==> config.mk <==
export PLATFORM = sky130hd
export DESIGN_NAME = mmix_mem_arbiter
export DESIGN_NICKNAME = d
export VERILOG_FILES = /design/src/rtl/mmix_mem_arbiter.sv
export SDC_FILE = /design/constraint.sdc
export NUM_CORES = 1
export LEC_CHECK = 0
export BUFFER_PORTS_ARGS = -buffer_cell sky130_fd_sc_hd__buf_2
export CORE_AREA = 10 10 224 226
export CTS_CLUSTER_DIAMETER = 50
export DETAILED_ROUTE_END_ITERATION = 12
export DIE_AREA = 0 0 234 236
export HOLD_SLACK_MARGIN = 0.05
export PLACE_DENSITY = 0.55
export SETUP_SLACK_MARGIN = 0.2
export SLEW_MARGIN = 20
export SYNTH_ARGS = -nofsm -noshare
export SYNTH_HDL_FRONTEND = slang
export SYNTH_SLANG_ARGS = --single-unit
==> constraint.sdc <==
create_clock -name clk -period 1.6 [get_ports clk]
set_input_delay 0.08 -clock clk [delete_from_list [all_inputs] [get_ports clk]]
set_output_delay 0.08 -clock clk [all_outputs]
set_load 0.01 [all_outputs]
==> src/rtl/mmix_mem_arbiter.sv <==
// Two-port round-robin arbiter sharing the MMIX memory bus between the
// instruction-fetch port (port 0) and the load/store port (port 1).
// One transfer is outstanding at a time; an optional watchdog completes
// transfers that never see mmix_done, flagging them with an error pulse.
module mmix_mem_arbiter #(
    parameter int unsigned TIMEOUT_CYCLES = 0
) (
    input  logic        clk,
    input  logic        reset,
    input  logic [63:0] p0_address,
    input  logic [1:0]  p0_datasize,
    input  logic        p0_read,
    input  logic        p0_write,
    input  logic [63:0] p0_writedata,
    output logic [63:0] p0_readdata,
    output logic        p0_done,
    output logic        p0_err,
    input  logic [63:0] p1_address,
    input  logic [1:0]  p1_datasize,
    input  logic        p1_read,
    input  logic        p1_write,
    input  logic [63:0] p1_writedata,
    output logic [63:0] p1_readdata,
    output logic        p1_done,
    output logic        p1_err,
    output logic [63:0] mmix_address,
    output logic [1:0]  mmix_datasize,
    output logic        mmix_read,
    output logic        mmix_write,
    output logic [63:0] mmix_writedata,
    input  logic [63:0] mmix_readdata,
    input  logic        mmix_done
);

    typedef enum logic [1:0] {IDLE, BUSY, RESP} state_t;

    localparam bit          WD_EN   = (TIMEOUT_CYCLES != 0);
    localparam logic [31:0] WD_LAST = WD_EN ? 32'(TIMEOUT_CYCLES - 1) : 32'd0;
    localparam logic [63:0] ERR_DATA = 64'hFFFF_FFFF_FFFF_FFFF;

    state_t      state;
    logic        last_grant;
    logic        grant;
    logic        err_flag;
    logic [31:0] wd_cnt;
    logic        p0_req;
    logic        p1_req;
    logic        win;
    logic        wd_expire;

    // Request decode and round-robin winner selection for the IDLE state.
    always_comb begin
        p0_req = p0_read | p0_write;
        p1_req = p1_read | p1_write;
        win    = last_grant;
        if (p0_req && p1_req) begin
            win = ~last_grant;
        end else if (p0_req) begin
            win = 1'b0;
        end else if (p1_req) begin
            win = 1'b1;
        end
    end

    // The counter value in the final allowed BUSY cycle is TIMEOUT_CYCLES-1.
    assign wd_expire = WD_EN && (wd_cnt == WD_LAST);

    // Error pulses ride on the done pulse of the port whose transfer timed out.
    assign p0_err = p0_done & err_flag;
    assign p1_err = p1_done & err_flag;

    // Arbitration FSM: capture winner, hold the bus until done or timeout, respond.
    always_ff @(posedge clk) begin
        if (reset) begin
            state          <= IDLE;
            last_grant     <= 1'b1;
            grant          <= 1'b0;
            err_flag       <= 1'b0;
            wd_cnt         <= '0;
            mmix_address   <= '0;
            mmix_datasize  <= '0;
            mmix_writedata <= '0;
            mmix_read      <= 1'b0;
            mmix_write     <= 1'b0;
            p0_readdata    <= '0;
            p1_readdata    <= '0;
            p0_done        <= 1'b0;
            p1_done        <= 1'b0;
        end else begin
            p0_done <= 1'b0;
            p1_done <= 1'b0;
            case (state)
                IDLE: begin
                    if (p0_req || p1_req) begin
                        grant          <= win;
                        last_grant     <= win;
                        err_flag       <= 1'b0;
                        wd_cnt         <= '0;
                        mmix_address   <= win ? p1_address   : p0_address;
                        mmix_datasize  <= win ? p1_datasize  : p0_datasize;
                        mmix_writedata <= win ? p1_writedata : p0_writedata;
                        // read+write together on one port counts as a write
                        mmix_write     <= win ? p1_write  : p0_write;
                        mmix_read      <= win ? ~p1_write : ~p0_write;
                        state          <= BUSY;
                    end
                end
                BUSY: begin
                    if (mmix_done) begin
                        mmix_read  <= 1'b0;
                        mmix_write <= 1'b0;
                        if (mmix_read) begin
                            if (grant) p1_readdata <= mmix_readdata;
                            else       p0_readdata <= mmix_readdata;
                        end
                        p0_done <= ~grant;
                        p1_done <= grant;
                        state   <= RESP;
                    end else if (wd_expire) begin
                        mmix_read  <= 1'b0;
                        mmix_write <= 1'b0;
                        if (grant) p1_readdata <= ERR_DATA;
                        else       p0_readdata <= ERR_DATA;
                        err_flag <= 1'b1;
                        p0_done  <= ~grant;
                        p1_done  <= grant;
                        state    <= RESP;
                    end else begin
                        wd_cnt <= wd_cnt + 32'd1;
                    end
                end
                RESP: begin
                    state <= IDLE;
                end
                default: begin
                    state <= IDLE;
                end
            endcase
        end
    end

endmodule
==> results of run 1 <==
[path summary, 6_finish.rpt]
check                                       end  cells past startpoint  slack (ns)
setup / recovery  mmix_address[28]$_SDFFE_PP0P_                      6       -0.11
hold / removal          mmix_write$_SDFFE_PP0P_                      4        0.12
setup reg to reg  mmix_address[28]$_SDFFE_PP0P_                      6       -0.11
hold reg to reg    p0_readdata[22]$_SDFFE_PP0P_                      2        0.47
[worst max-delay path, cell delays in order, from the launching register on]
cell and delay [ns]:
dfxtp_2 0.34, buf_6 0.12, nor2_4 0.17, buf_6 0.18, buf_16 0.18, a21oi_1 0.14
a311oi_1 0.40
[kinds of logic after synthesis]
group / after synthesis / share of synthesized area, %
flops: 266 / 46.7
simple gates: 279 / 12.5
other cells: 1 / 0.0329
buf+inv: 189 / 7.45
compound gates: 657 / 33.4
[sequential cells by signal, summed over array words and instances, names as in the netlist]
signal and count:
grant 1, last_grant 1, mmix_address 64, mmix_datasize 2, mmix_read 1, mmix_write 1, mmix_writedata 64, p0_done 1
p0_readdata 64, p1_done 1, p1_readdata 64, state 2
[cell usage after synthesis, drive strengths merged, types with 2 or more instances]
| master | n |
|---|---|
| a21oi | 260 |
| a311oi | 130 |
| buf | 70 |
| clkbuf | 117 |
| dfxtp | 266 |
| inv | 2 |
| nand3 | 261 |
| nor2 | 5 |
| nor3 | 3 |
| o21ai | 259 |
| or3b | 2 |
[final cells by class]
cell class	count	area, um^2
multi-input cells	938	7100
diodes	34	85.1
flip-flops and latches	266	5340
well taps	607	759
clock buffers	49	1080
inverters	2	10.0
fillers	3748	21200
repair buffers	1120	9920
clock inverters	19	367
[routing by layer]
metal	vias up	wire, um	share of wire (%)	global-route usage (%)
met5	-	10	0.013	0
met2	1308	35800	47	37.9
met3	364	8300	11	7.19
met1	8015	26100	35	26.0
li1	7304	-	-	-
met4	2	5190	6.9	13.6
[metrics by stage]
step | setup slack [ns] | utilization, % | power, W
finish | -0.109 | 53.8 | 0.0237
global route | -0.132 | 53.7 | 0.0244
CTS | 0.0350 | 47.9 | 0.0225
detailed placement | -0.0378 | 33.4 | 0.0113
global placement | 0.0225 | 33.4 | 0.0113
floorplan | 0.203 | - | 0.00944
[layout by cell type, fill, tap and decap left out, drive strengths merged]
cell type	instances
nor4	1
o22ai	1
nand2	1
inv	8
clkbuf	74
o21bai	1
o21ba	1
a2bb2oi	1
nor2	5
conb	2
a211oi	1
clkinvlp	1
a311oi	130
dfxtp	266
nand3b	1
o2bb2ai	1
a21boi	1
o21ai	259
nand3	261
nor3b	1
or3b	2
or4	1
and4b	1
nor3	3
clkinv	3
buf	764
diode	34
nand4b	1
or2	1
bufinv	9
a21oi	260
dlygate4sd3	330
o221a	1
bufbuf	1
[what timing repair did]
action / in CTS / in global routing
endpoints found under the setup margin: 258 / 258
gates cloned: 32 / 28
pin swaps: 75 / 239
hold buffers: 330 / 0
hold endpoints to repair: 266 / 0
buffers inserted: 46 / 19
gates resized for setup: 125 / 405
[power by group through the flow]
stage / sequential (W) / clock [W] / combinational (W)
2_1_floorplan: 0.00771 / 0 / 0.00173
3_3_place_gp: 0.00752 / 0 / 0.00376
4_1_cts: 0.00739 / 0.00984 / 0.00526
3_5_place_dp: 0.00752 / 0 / 0.00380
6_report: 0.00745 / 0.00970 / 0.00652
5_1_grt: 0.00748 / 0.0101 / 0.00684
==> results by group, run 1 <==
STA
  • Layout Skew: 0.0226 ns
  • TNS Setup: -0.237 ns
  • Min cycle time layout: 1.71 ns
  • Slew headroom: 63.4%
  • Final WS setup: -0.109 ns
  • Final period util: 107%
  • Max-slew violations: 0
  • Hold slack final: 0.116 ns
  • RSZ-0062 raised after global routing: true
  • Setup violators final: 6
  • Worst slew pin tran: 0.549 ns
  • Max Clk Rate: 585 MHz
  • Final hold vios: 0

Job
  • Max Cap Viol: 0

Layout
  • Final net count: 2,696
  • Final Cell Area: 0.0247 mm^2
  • Layout cells sized above 1: 48.4%
  • Non-filler cells, final: 3,035
  • Area Overhead vs Synth: 116%

GRT
  • Largest net degree at the start of global routing: 91
  • First-pass GRT wire length: 101,000 um
  • Final global-route overflow total: 0
  • Initial antenna violation count: 34
  • GRT Util Overall: 23.1%
  • Vias in the first global route: 16,551

CTS
  • CTS Root Cell: clkbuf_16
  • H-tree levels: 2
  • TritonCTS clock tree: yes
  • Total CTS buffers: 37
  • Clk sinks: 266
  • Clock buffer depth: 3
  • Reg clk slew, reported paths: 0.06 ns
  • Clk_lat worst skew: 0.54 ns

Power and ir drop
  • Sequential share of power: 31.5%
  • Leakage power figure: 10.0 nW
  • Sw Share: 30.1%
  • Peak supply drop: 0.000802 V
  • Int Power: 0.0166 W
  • Gate power share: 27.6%
  • Clk pwr share: 41.0%
  • Psw: 0.00712 W
  • Pwr dens: 960 mW/mm^2

Yosys
  • Seq/Total Area, Yosys: 46.7%
  • Post-synth EDFFs: 0
  • Synth warn: 0
  • #FFs+latches synth: 266
  • Top_reg_cell synth: dfxtp_1
  • Post-synth top area share: 46.7%
  • Synth area leaders: dfxtp_1 47%, nand3_1 11%, a21oi_1 11%, o21ai_0 11%, a311oi_1 10%
  • Post-synthesis async set-or-reset flop share: 0%
  • Yosys top cell by area: dfxtp_1
  • Avg Cell Area, Syn: 8.19 um^2
  • Distinct cells, synth: 32
  • Mapped Cells: 1,392
  • Post-Synthesis Cell Area: 0.0114 mm^2

Critical path
  • Crit path max fanout: 22
  • Crit. End Element: flip-flop
  • Worst r2r src: state[0]$_SDFFE_PP0P_
  • Worst setup startpoint: state[0]$_SDFFE_PP0P_
  • WP data required: 2.01 ns
  • Worst setup SP type: flip-flop
  • WP data arrival: 2.11 ns
  • CP Class: reg2reg

Routing
  • Routed wire per std cell: 24.8 um
  • Vias after detailed routing: 16,993
  • DRT Pass-1 Iters: 6
  • Starting DRT DRC Count: 1,962
  • Vias per cell: 5.60
  • DRC Markers: 0
  • DRT antenna net count: 0
  • Routed WL: 75,300 um

Placement
  • Port bufs: 592
  • Routability cong.: 0.865
  • Inst Count DP: 2,478
  • Cell Area, Placed: 0.0153 mm^2
  • Dpl hpwl: 42,200 um

Floorplan
  • Die H: 236 um
  • Initial Util: 24.9%
  • Die area: 0.0552 mm^2
  • Num rows: 79
  • CORE AREA: 0.0459 mm^2
  • IO Count: 595
  • Width of the die: 234 um

Status
  • Status: finished, violations left
  • Violated checks: setup timing

Hold path
  • HP Class: in2reg
  • Worst hold start: p0_read
Note: power is estimated with default switching activity, not from simulation.
==> run 2, diff against run 1 <==
--- a/config.mk
+++ b/config.mk
@@ -5,13 +5,14 @@
 export SDC_FILE = /design/constraint.sdc
 export NUM_CORES = 1
 export LEC_CHECK = 0
+export ABC_CLOCK_PERIOD_IN_PS = 2000
 export BUFFER_PORTS_ARGS = -buffer_cell sky130_fd_sc_hd__buf_2
 export CORE_AREA = 10 10 224 226
 export CTS_CLUSTER_DIAMETER = 50
 export DETAILED_ROUTE_END_ITERATION = 12
 export DIE_AREA = 0 0 234 236
 export HOLD_SLACK_MARGIN = 0.05
-export PLACE_DENSITY = 0.55
+export PLACE_DENSITY = 0.53
 export SETUP_SLACK_MARGIN = 0.2
 export SLEW_MARGIN = 20
 export SYNTH_ARGS = -nofsm -noshare
==> constraint.sdc (replaced) <==
create_clock -name clk -period 2 [get_ports clk]
set_input_delay 0.1 -clock clk [delete_from_list [all_inputs] [get_ports clk]]
set_output_delay 0.1 -clock clk [all_outputs]
set_load 0.01 [all_outputs]
==> run 2 against run 1 <==
Effect of this change: the run now ends clean; worst setup slack gained 0.28 ns; sequential power decreased by 20%; non-clock buffer count down 156; hold slack worse by 0.086 ns; critical path type is now in2reg; critical endpoint is now mmix_address[47]$_SDFFE_PP0P_; largest cell class unchanged; largest power group unchanged.
==> results by group, run 2 (same netlist as run 1, synthesis figures left out) <==
STA
  • Final hold vios: 0 (unchanged)
  • Layout Skew: 0.0182 ns (was 0.0226 ns)
  • Setup violators final: 0 (was 6)
  • Final period util: 91.4%
  • Max Clk Rate: 547 MHz
  • Worst slew pin tran: 0.662 ns (was 0.549 ns)
  • TNS Setup: 0 ns (was -0.237 ns)
  • Hold slack final: 0.0297 ns (was 0.116 ns)
  • RSZ-0062 raised after global routing: false (was true)
  • Max-slew violations: 0 (unchanged)
  • Slew headroom: 55.9% (was 63.4%)
  • Min cycle time layout: 1.83 ns

Power and ir drop
  • Leakage power figure: 8.26 nW (was 10.0 nW)
  • Gate power share: 22.6% (was 27.6%)
  • Clk pwr share: 40.0% (was 41.0%)
  • Peak supply drop: 0.000534 V (was 0.000802 V)
  • Psw: 0.00483 W (was 0.00712 W)
  • Sequential share of power: 37.4% (was 31.5%)
  • Tot Pwr: 0.0159 W (was 0.0237 W)
  • Pwr dens: 810 mW/mm^2 (was 960 mW/mm^2)
  • Int Power: 0.0110 W (was 0.0166 W)
  • Sw Share: 30.4% (was 30.1%)

Layout
  • Final core utilization: 42.6% (was 53.8%)
  • Commonest non-fill, non-tap cell in the layout: buf_2 (unchanged)
  • Filler cells: 4,501 (was 3,748)
  • Most frequent cells in the layout: 591 x buf_2, 328 x dlygate4sd3_1, 264 x dfxtp_1, 261 x nand3_1, 260 x a21oi_1 (was 591 x buf_2, 330 x dlygate4sd3_1, 261 x dfxtp_1, 191 x o21ai_0, 162 x a21oi_1)
  • Area Overhead vs Synth: 71.5% (was 116%)
  • Layout cells sized above 1: 31.7% (was 48.4%)
  • Final Cell Area: 0.0196 mm^2 (was 0.0247 mm^2)
  • Final net count: 2,542 (was 2,696)

GRT
  • Final global-route overflow total: 0 (unchanged)
  • First-pass GRT wire length: 94,700 um (was 101,000 um)
  • Largest net degree at the start of global routing: 130 (was 91)
  • Vias in the first global route: 15,623 (was 16,551)
  • GRT Util Overall: 21.5% (was 23.1%)
  • Initial antenna violation count: 27 (was 34)

Placement
  • Port bufs: 592 (unchanged)
  • Cell Area, Placed: 0.0149 mm^2 (was 0.0153 mm^2)
  • Routability cong.: 0.848 (was 0.865)
  • Dpl hpwl: 41,700 um (was 42,200 um)

Status
  • Status: finished clean (was finished, violations left)

Routing
  • DRT antenna net count: 0 (unchanged)
  • Vias after detailed routing: 15,602 (was 16,993)
  • DRC Markers: 0 (unchanged)
  • Routed wire per std cell: 22.4 um (was 24.8 um)
  • Routed WL: 64,600 um (was 75,300 um)
  • Starting DRT DRC Count: 1,336 (was 1,962)
  • Vias per cell: 5.42 (was 5.60)
  • DRT Pass-1 Iters: 6 (unchanged)

CTS
  • CTS Root Cell: clkbuf_16 (unchanged)
  • Total CTS buffers: 37 (unchanged)
  • Clock buffer depth: 3 (unchanged)
  • Reg clk slew, reported paths: 0.06 ns (about the same)
  • Clk_lat worst skew: 0.54 ns (about the same)
  • Clk sinks: 266 (unchanged)
  • TritonCTS clock tree: yes (unchanged)
  • H-tree levels: 2 (unchanged)

Hold path
  • Hold Path Depth: 3 (was 4)
  • HP Class: in2reg (unchanged)

Critical path
  • Worst setup startpoint: p0_read (was state[0]$_SDFFE_PP0P_)
  • WP data arrival: 2.22 ns (was 2.11 ns)
  • Worst r2r src: last_grant$_SDFFE_PP1P_ (was state[0]$_SDFFE_PP0P_)
  • CP endpoint: mmix_address[47]$_SDFFE_PP0P_ (was mmix_address[28]$_SDFFE_PP0P_)
  • Reg2Reg Depth: 4 (was 6)
  • Crit path max fanout: 67 (was 22)
  • Internal reg-to-reg setup slack: 0.28 ns (was -0.11 ns)
  • WP data required: 2.39 ns (was 2.01 ns)
  • Worst setup SP type: primary input (was flip-flop)
  • Crit. End Element: flip-flop (unchanged)
  • Worst R2R End: mmix_address[30]$_SDFFE_PP0P_ (was mmix_address[28]$_SDFFE_PP0P_)
  • CP Class: in2reg (was reg2reg)

Floorplan
  • Num rows: 79 (unchanged)
  • Die H: 236 um (unchanged)
  • IO Count: 595 (unchanged)
  • Die area: 0.0552 mm^2 (unchanged)
  • Initial Util: 24.9% (unchanged)
  • Width of the die: 234 um (unchanged)
  • CORE AREA: 0.0459 mm^2 (unchanged)

Job
  • Max Cap Viol: 0 (unchanged)
-- run 2: changes by cell type in the layout (fill, tap and decap cells not counted), sizes merged, moves of 3 or more --
| cell | change |
|---|---|
| buf | -130 |
| clkbuf | -19 |
| bufinv | -9 |
| clkinv | +4 |
| inv | -3 |
-- run 2: routing by layer --
metal  up-vias  routed length (um)  track usage, %  part of all wire (%)
li1       6949                   -               -                     -
met1      7427               24300            24.8                    38
met2       997               30400            34.7                    47
met3       229                6470            6.76                    10
met4         0                3420            11.9                   5.3
met5         -                   0               0                     0
-- run 2: power by group through the flow --
| stage | clock (W) | sequential (W) | combinational (W) |
|---|---|---|---|
| after floorplan | 0 | 0.00617 | 0.00136 |
| after global placement | 0 | 0.00602 | 0.00291 |
| after detailed placement | 0 | 0.00602 | 0.00293 |
| after CTS | 0.00648 | 0.00592 | 0.00349 |
| after global routing | 0.00669 | 0.00596 | 0.00383 |
| final | 0.00634 | 0.00593 | 0.00358 |
-- run 2: layout make-up --
cell class / instances / area, um^2 / area share [%]
sequential: 266 / 5330 / 27.3
timing repair buffer: 964 / 6900 / 35.3
clock inverter: 13 / 91.3 / 0.467
multi-input combinational: 940 / 5300 / 27.1
inverter: 2 / 8.76 / 0.0448
antenna: 36 / 90.1 / 0.461
tap: 607 / 759 / 3.88
clock buffer: 53 / 1080 / 5.51
-- run 2: worst min path at each step --
stage | from | endpoint | slack [ns]
final | p1_address[51] | mmix_address[51]$_SDFFE_PP0P_ | 0.03
after global routing | p1_address[51] | mmix_address[51]$_SDFFE_PP0P_ | 0.05
after CTS | p1_address[51] | mmix_address[51]$_SDFFE_PP0P_ | 0.05
after detailed placement | mmix_readdata[33] | p0_readdata[33]$_SDFFE_PP0P_ | 0.37
after global placement | mmix_readdata[36] | p1_readdata[36]$_SDFFE_PP0P_ | 0.37
after floorplan | mmix_readdata[21] | p0_readdata[21]$_SDFFE_PP0P_ | 0.25
-- run 2: worst max-delay path, stage by stage --
cell	delay, ns
dlygate4sd3_1	0.55
buf_2	0.19
or4_4	0.71
buf_12	0.24
a21oi_1	0.24
a311oi_1	0.08
-- run 2: timing repair --
item	4_1_cts	5_1_grt
resized for setup	0	3
endpoints found under the hold margin	263	0
pin swaps	0	1
hold buffers	328	0
gates cloned	1	3
setup endpoints to repair	4	125
buffers inserted	0	1
-- run 2: stage by stage --
stage          instances  worst slack [ns]
2_1_floorplan       1393             0.453
3_3_place_gp        2446             0.202
3_5_place_dp        2446             0.154
4_1_cts             2841             0.188
5_1_grt             2873             0.215
6_report            2881             0.171
